### config.mk
export PLATFORM = sky130hd
export DESIGN_NAME = fetch_stage_ctrl
export DESIGN_NICKNAME = d
export VERILOG_FILES = /design/src/rtl/fetch_stage_ctrl.sv
export SDC_FILE = /design/constraint.sdc
export NUM_CORES = 1
export LEC_CHECK = 0
export CAP_MARGIN = 10
export CORE_MARGIN = 2
export CORE_UTILIZATION = 50
export CTS_CLUSTER_DIAMETER = 80
export CTS_CLUSTER_SIZE = 14
export DETAILED_ROUTE_END_ITERATION = 12
export HOLD_SLACK_MARGIN = 0.12
export PLACE_DENSITY = 0.91
export REMOVE_ABC_BUFFERS = 1
export SLEW_MARGIN = 20
export SYNTH_ARGS = -nofsm -noshare
export SYNTH_HDL_FRONTEND = slang
export SYNTH_SLANG_ARGS = --single-unit
### constraint.sdc
create_clock -name clk -period 5 [get_ports clk]
set_input_delay 1 -clock clk [delete_from_list [all_inputs] [get_ports clk]]
set_output_delay 1 -clock clk [all_outputs]
set_load 0.01 [all_outputs]
### src/rtl/fetch_stage_ctrl.sv
// Instruction-fetch front end: owns the PC and runs a variable-latency req/ack
// handshake to instruction memory, presenting {PCPlus4_F, instr_F} or a bubble.
module fetch_stage_ctrl #(
  parameter logic [31:0] RESET_PC = 32'h0000_0000
) (
  input  logic        clk,
  input  logic        reset,
  input  logic        stall_F,
  input  logic        redirect,
  input  logic [31:0] redirect_pc,
  output logic        imem_req,
  output logic [31:0] imem_addr,
  input  logic        imem_ack,
  input  logic [31:0] imem_rdata,
  output logic [31:0] PC_F,
  output logic [31:0] PCPlus4_F,
  output logic [31:0] instr_F,
  output logic        fetch_busy
);

  typedef enum logic [1:0] {
    S_IDLE  = 2'd0,
    S_REQ   = 2'd1,
    S_HOLD  = 2'd2,
    S_DRAIN = 2'd3
  } state_t;

  state_t      r_state;
  logic [31:0] r_pc_q;
  logic [31:0] r_drain_addr_q;
  logic [31:0] r_buf_q;

  logic [31:0] w_target;
  logic [31:0] w_pc_plus4;
  logic        w_valid;

  assign w_target   = {redirect_pc[31:2], 2'b00};
  assign w_pc_plus4 = r_pc_q + 32'd4;

  // NOTE: all state updates use non-blocking assignments so every register
  // samples the pre-edge values of its peers, independent of statement order.
  always_ff @(posedge clk or negedge reset) begin
    if (!reset) begin
      r_state        <= S_IDLE;
      r_pc_q         <= RESET_PC;
      r_drain_addr_q <= 32'd0;
      r_buf_q        <= 32'd0;
    end else begin
      case (r_state)
        S_IDLE: begin
          if (redirect) r_pc_q <= w_target;
          r_state <= S_REQ;
        end
        S_REQ: begin
          if (redirect) begin
            r_pc_q <= w_target;
            // An unacked request cannot be withdrawn; wait it out in DRAIN.
            if (!imem_ack) begin
              r_drain_addr_q <= r_pc_q;
              r_state        <= S_DRAIN;
            end
          end else if (imem_ack) begin
            if (stall_F) begin
              r_buf_q <= imem_rdata;
              r_state <= S_HOLD;
            end else begin
              r_pc_q <= w_pc_plus4;
            end
          end
        end
        S_HOLD: begin
          if (redirect) begin
            r_pc_q  <= w_target;
            r_state <= S_REQ;
          end else if (!stall_F) begin
            r_pc_q  <= w_pc_plus4;
            r_state <= S_REQ;
          end
        end
        S_DRAIN: begin
          if (redirect) r_pc_q <= w_target;
          if (imem_ack) r_state <= S_REQ;
        end
        default: r_state <= S_IDLE;
      endcase
    end
  end

  // NOTE: every output is assigned a default first, so no latches are inferred.
  always_comb begin
    imem_req  = 1'b0;
    imem_addr = r_pc_q;
    w_valid   = 1'b0;
    instr_F   = 32'd0;
    case (r_state)
      S_REQ: begin
        imem_req = 1'b1;
        w_valid  = imem_ack & ~redirect;
        instr_F  = imem_rdata;
      end
      S_HOLD: begin
        w_valid = ~redirect;
        instr_F = r_buf_q;
      end
      S_DRAIN: begin
        imem_req  = 1'b1;
        imem_addr = r_drain_addr_q;
      end
      default: ;
    endcase
    if (!w_valid) instr_F = 32'd0;
  end

  assign PCPlus4_F  = w_valid ? w_pc_plus4 : 32'd0;
  assign PC_F       = r_pc_q;
  assign fetch_busy = ~w_valid;

endmodule

==> metrics.md <==
| Metric | Value |
|---|---|
| DRC viols | 0 |
| Ys async rst share | 1.000 |
| Post-DRT Antenna Nets | 0 |
| CTS clock-pin slew for the worst setup and hold paths | 0.06 ns |
| Cells resized by post-CTS repair | 0 |
| Final RePlAce weighted congestion | 0.8268 |
| DRT Pass-1 Iters | 5 |
| Row count | 38 |
| Antenna violations before repair | 0 |
| Total Power | 4.475 mW |
| Top cell family by delay on the critical path | simple AND/OR/NAND/NOR gates |
| Sequential power share | 0.331 |
| Total GRT Usage | 0.2690 |
| Metal2 WL | 8478 um |
| Worst vdd ir | 343.3 uV |
| Vias in the first global route | 5,188 |
| Post-synth EDFFs | 0 |
| CTS tree | yes |
| Post-synthesis mux area share | 0.1857 |
| Met3 Wirelength | 914 um |
| Initial DRC count | 320 |
| Maximum capacitance violations | 0 |
| Final Hold Viols | 0 |
| Complex-gate fraction of the synthesized area | 0.1255 |
| First-pass GRT wire length | 26,880 um |
| Yosys warning total | 0 |
| Largest family of logic cells by synthesized area | multiplexers |
| Skew final | 0.009418 ns |
| CP max FO | 9 |
| Outcome | finished clean |
| Clock Path Buffers | 2 |
| Post-Synth XOR/XNOR Area | 0.05076 |
| Commonest non-fill, non-tap cell in the layout | clkdlybuf4s50_1 |
| Worst setup SP type | register |
| Sequential area share after synthesis | 0.4131 |
| Number of max-slew violations in the final report | 0 |
| Routed wire length per instance | 19.02 um |
| Inserted Diodes | 0 |
| Final worst setup slack | 0.9183 ns |
| Final setup fails | 0 |
| Pint | 2.812 mW |
| Critical path cell sequence | ha_1, and3_1, nand4_1, or3_1, a21oi_1, clkdlybuf4s50_1 |
| Hold Crit Class | register to register |
| Crit. End Element | output port |
| Synth unique cells | 53 |
| Mapped Area | 0.005694 mm^2 |
| Comb power frac | 0.501 |
| Top Layer Used | met4 |
| Post-Syn Instances | 584 |
| Layout cells sized above 1 | 0.1788 |
| Clk pwr share | 0.168 |
| Starting Density | 0.5185 |
| Leak Pwr | 3.044 nW |
| Detailed-route vias per instance | 5.895 |
| Cts hold-fix bufs | 0 |
| Post-CTS Setup Repair Bufs | 0 |
| Most frequent cells in the layout | clkdlybuf4s50_1, dfrtp_1, mux2_2, nor2_1, a22oi_1 |
| Largest net degree at the start of global routing | 55 |
| Die W | 110.7 um |
| Met1 WL | 6965 um |
| CTS Buf Count | 9 |
| Fin crit share | 0.8163 |
| GRT Residual Overflow | 0 |
| Die area | 0.01226 mm^2 |
| Routed wire length | 16,820 um |
| Switch share | 0.3717 |
| Switching power | 1.663 mW |
| Via count | 5,211 |
| Slowest CP cell | clkdlybuf4s50_1 |
| Worst-Skew Late Latency | 0.35 ns |
| FF+latch count, synth | 94 |
| PD cells | 567.2 mW/mm^2 |
| Synth Area in Adders | 0.008789 |
| Area growth from synthesis to layout | 38.54% |
| Post-layout nets | 812 |
| Post-Place Worst Slack | 1.077 ns |
| Fmax | 245.0 MHz |
| Main synth FF type | dfrtp_1 |
| Core area | 0.01098 mm^2 |
| Critical path required time | 4.00 ns |
| IO buf count | 190 |
| Crit Path Class | register to output port |
| Final core utilization | 0.7183 |
| Worst EP arrival | 3.08 ns |
| Root buffer cell | clkbuf_16 |
| Die H | 110.7 um |
| Unrepaired setup endpoints after global routing | no |
| Rel. slew slack | 0.2659 |
| Average size of a mapped cell | 9.750 um^2 |
| CTS H-tree depth | 3 |
| Dpl hpwl | 11,720 um |
| Clock sink count | 94 |
| Tmin final | 4.082 ns |
| CP max stage delay | 0.59 ns |
| CP Buf/Inv Count | 1 |
| Io pins | 199 |
| Actual slew at the worst max-slew pin | 1.099 ns |
| Simple-gate portion of the synthesized area | 0.1558 |
layout make-up:
| class | instances | area, um^2 |
|---|---|---|
| inverters | 5 | 18.77 |
| fillers | 790 | 3094 |
| repair buffers | 201 | 1982 |
| clock buffers | 10 | 229.0 |
| well taps | 140 | 175.2 |
| multi-input cells | 428 | 3039 |
| flip-flops and latches | 94 | 2352 |
| clock inverters | 6 | 92.59 |
flip-flops by register name, indices dropped and copies added (netlist names):
name            flops
r_drain_addr_q     30
r_buf_q            32
PC_F               30
r_state             2
final timing paths:
| kind | cells after the start | slack (ns) | startpoint | to |
|---|---|---|---|---|
| setup / recovery | 6 | 0.92 | PC_F[2] | PCPlus4_F[14] |
| hold / removal | 1 | 0.50 | r_drain_addr_q[8] | r_drain_addr_q[8] |
| setup reg to reg | 7 | 2.12 | r_state[1] | r_drain_addr_q[21] |
| hold reg to reg | 1 | 0.50 | r_drain_addr_q[8] | r_drain_addr_q[8] |
| max in group asynchronous | 2 | 3.22 | reset | r_drain_addr_q[13] |
| min in group asynchronous | 1 | 0.62 | reset | r_buf_q[19] |
worst reg2reg max path: stages (launching register included):
cell     delay (ns)
dfrtp_1        0.41
inv_1          0.07
ha_1           0.16
buf_4          0.36
nor2b_1        0.31
nand2_1        0.69
buf_4          0.47
mux2_2         0.30
kinds of logic (layout without fill, tap and decap cells):
logic type | Yosys count | after routing
simple gates | 184 | 184
compound gates | 107 | 107
mux | 94 | 94
flops | 94 | 94
buf+inv | 67 | 222
xor+xnor | 33 | 33
fa+ha+maj | 4 | 4
other cells | 1 | 6
power by group through the flow:
stage | clock network (mW) | logic (mW) | registers (mW)
5_1_grt | 0.783 | 2.40 | 1.53
4_1_cts | 0.751 | 2.25 | 1.47
6_report | 0.751 | 2.24 | 1.48
3_5_place_dp | 0 | 2.23 | 1.48
2_1_floorplan | 0 | 1.21 | 1.42
3_3_place_gp | 0 | 2.16 | 1.44
synth_stat cells, types with 5 or more instances:
master | count | area share
nand4_1 | 9 | 0.0099
nor3_1 | 13 | 0.011
xor2_1 | 14 | 0.022
mux2_2 | 93 | 0.18
dfrtp_1 | 94 | 0.41
nand3_1 | 14 | 0.012
clkbuf_1 | 34 | 0.022
buf_4 | 11 | 0.015
nor2_1 | 82 | 0.054
o22ai_1 | 9 | 0.0099
buf_2 | 8 | 0.0070
xnor2_1 | 19 | 0.029
a22oi_1 | 37 | 0.049
o21ai_0 | 17 | 0.015
nand2_1 | 32 | 0.021
inv_1 | 5 | 0.0033
a21oi_1 | 20 | 0.018
routing by layer:
| layer | global-route usage | up-vias |
|---|---|---|
| met4 | 0.1017 | 0 |
| met1 | 0.3421 | 2599 |
| met5 | 0 | - |
| met3 | 0.04866 | 35 |
| li1 | - | 2383 |
| met2 | 0.4581 | 194 |
through the flow:
stage / hold WS, ns / cell area [um^2] / instances / TNS [ns]
2_1_floorplan: 0.4738 / 5391 / 527 / -19.96
3_3_place_gp: 0.4820 / 7567 / 868 / 0
3_5_place_dp: 0.4870 / 7567 / 868 / 0
4_1_cts: 0.5023 / 7889 / 884 / 0
5_1_grt: 0.5103 / 7889 / 884 / 0
6_report: 0.5031 / 7889 / 884 / 0
(Power assumes the default switching activity.)
==> patch, RTL diff (config.mk and constraints unchanged) <==
The 4 states of `state_t` get a one-hot encoding in 4 bits.
--- a/src/rtl/fetch_stage_ctrl.sv
+++ b/src/rtl/fetch_stage_ctrl.sv
@@ -18,11 +18,11 @@
   output logic        fetch_busy
 );
 
-  typedef enum logic [1:0] {
-    S_IDLE  = 2'd0,
-    S_REQ   = 2'd1,
-    S_HOLD  = 2'd2,
-    S_DRAIN = 2'd3
+  typedef enum logic [3:0] {
+    S_IDLE  = 4'b0001,
+    S_REQ   = 4'b0010,
+    S_HOLD  = 4'b0100,
+    S_DRAIN = 4'b1000
   } state_t;
 
   state_t      r_state;
Check against the original RTL: no difference found for any inputs over 4 cycles, from zero or initial values and one cycle with reset low; so few cycles prove little.
==> patch against the unedited design <==
  * Combinational power grew 3%
  * Core utilization shrank 1.1 points
  * Synthesized area grew 2.3%
  * Global-route usage grew 0.12 points
  * Design area grew 1.9%
  * Sequential cell count grew 2
  * Setup slack lost 0.43 ns
  * Hold slack lost 0.011 ns
  * Wire length grew 1.3%
  * Critical path depth grew 1
  * Total power grew 3.9%
  * Final cell count grew 7.6%
  * Register-to-register slack gained 0.16 ns
  * Critical path type unchanged
  * Highest routed layer unchanged
==> patch: results (changes against the unedited design) <==
INFO  metric critPathMaxFanout = 7 (was 9)
INFO  metric detail_route.iter0.violations = 412 (was 320)
INFO  metric wl_per_cell = 17.92 um (was 19.02 um)
INFO  metric worstRegToRegCells = 6 (was 7)
INFO  metric cp_data_arrival_time = 3.51 ns (was 3.08 ns)
INFO  metric synth.top_cells.by_area = dfrtp_1, mux2_2, nand2_1 (was dfrtp_1, mux2_2, nor2_1)
INFO  metric layout.nets = 873 (was 812)
INFO  metric first_global_vias = 5497 (was 5188)
INFO  metric detailed_place.area = 0.007700 mm^2 (was 0.007567 mm^2)
INFO  metric grt_pass1_wl = 27.55 mm (was 26.88 mm)
INFO  metric whs_endpoint = r_drain_addr_q[23]$_DFFE_PN0P_ (was r_drain_addr_q[8]$_DFFE_PN0P_)
INFO  metric report.final.setup_viol = 0 (unchanged)
INFO  metric track_usage = 27.02% (was 26.90%)
INFO  metric holdPathStages = 2 (was 1)
INFO  metric timing.hold.worst.start = r_drain_addr_q[23]$_DFFE_PN0P_ (was r_drain_addr_q[8]$_DFFE_PN0P_)
INFO  metric vias = 5560 (was 5211)
INFO  metric timing.critical_path.slowest_cell_delay = 0.82 ns (was 0.59 ns)
INFO  metric pin_count_of_the_biggest_net_entering_global_routing = 66 (was 55)
INFO  metric cts-root-buf = clkbuf_16 (unchanged)
INFO  metric routabilityCongestion = 0.8624 (was 0.8268)
INFO  metric sequential_share_of_the_synthesized_area = 41.27% (was 41.31%)
INFO  metric irDropWorstVdd = 0.0003623 V (was 0.0003433 V)
INFO  metric dp_wirelength = 11.73 mm (was 11.72 mm)
INFO  metric synth_top_cells_by_count = nand2_1, dfrtp_1, nor2_1, mux2_2, a22oi_1 (was dfrtp_1, mux2_2, nor2_1, a22oi_1, clkbuf_1)
INFO  metric status = complete, no violations (unchanged)
INFO  metric critical_path.slowest_cell = nor4_2 (was clkdlybuf4s50_1)
INFO  metric r2r_setup_slack = 2.28 ns (was 2.12 ns)
INFO  metric layout-drive-gt1-share = 13.12% (was 17.88%)
INFO  metric power.leakage = 3.217 nW (was 3.044 nW)
INFO  metric clock-skew-final = 0.008337 ns (was 0.009418 ns)
INFO  metric switchingPower = 1.836 mW (was 1.663 mW)
INFO  metric slew_headroom = 35.50% (was 26.59%)
INFO  metric worst_r2r_endpoint = PC_F[30]$_DFFE_PN0P_ (was r_drain_addr_q[21]$_DFFE_PN0P_)
INFO  metric synth.lib_cells_used.distinct = 56 (was 53)
==> patch: worst max-delay path: cells and delay by family, from the launching register on <==
kind	cells	cell delay [ns]
buf+inv	1	0.55
flops	1	0.51
xor+xnor	1	0.24
simple gates	4	1.51
fa+ha+maj	1	0.35
==> patch: cell type report <==
| class | count | area, um^2 |
|---|---|---|
| repair buffers | 199 | 1967 |
| multi-input cells | 489 | 3120 |
| well taps | 143 | 178.9 |
| inverters | 8 | 30.03 |
| fillers | 838 | 3328 |
| clock inverters | 4 | 75.07 |
| clock buffers | 12 | 266.5 |
| flip-flops and latches | 96 | 2404 |
==> patch: layer usage <==
| metal | vias to the layer above | GRT usage (%) | routed length, um |
|---|---|---|---|
| li1 | 2573 | - | - |
| met1 | 2690 | 33.35 | 6658 |
| met2 | 258 | 47.03 | 8799 |
| met3 | 39 | 4.246 | 1094 |
| met4 | 0 | 11.79 | 486 |
| met5 | - | 0 | 0 |
==> patch: metrics by stage <==
| step | worst slack [ns] | hold WS (ns) | std cells |
|---|---|---|---|
| global placement | 0.6926 | 0.4630 | 935 |
| finish | 0.4893 | 0.4923 | 951 |
| global route | 0.2157 | 0.5161 | 951 |
| floorplan | 0.7660 | 0.4497 | 593 |
| detailed placement | 0.6500 | 0.4756 | 935 |
| CTS | 0.5424 | 0.4906 | 951 |
==> patch: cells by family (layout without fill, tap and decap cells) <==
kind of cell               Yosys count  in the layout  synth area share [%]
AOI/OAI and AO/OA                  143            143                 16.95
xor gates and xnor gates            30             30                 4.511
adders and majority gates            1              1                0.2148
buffers and inverters               74            223                 5.908
DFF                                 96             96                 41.27
muxes                               61             61                 11.75
other                                1              6               0.06439
and+or+nand+nor                    248            248                 19.33
==> patch: how the worst max path moves through the flow <==
stage                                 from             to  slack (ns)  cells after the start
finish                 PC_F[2]$_DFFE_PN0P_  PCPlus4_F[30]        0.49                      7
global route           PC_F[2]$_DFFE_PN0P_  PCPlus4_F[30]        0.22                      7
CTS                    PC_F[2]$_DFFE_PN0P_  PCPlus4_F[30]        0.54                      7
detailed placement                redirect    instr_F[29]        0.65                      5
global placement                  redirect    instr_F[16]        0.69                      5
floorplan           r_state[3]$_DFFE_PN0P_   PCPlus4_F[2]        0.77                      4
==> patch: power groups by stage <==
stage / registers (mW) / logic, mW / clock network, mW
floorplan: 1.51 / 1.31 / 0
global placement: 1.53 / 2.21 / 0
detailed placement: 1.57 / 2.29 / 0
CTS: 1.56 / 2.30 / 0.785
global route: 1.63 / 2.49 / 0.819
finish: 1.57 / 2.30 / 0.776
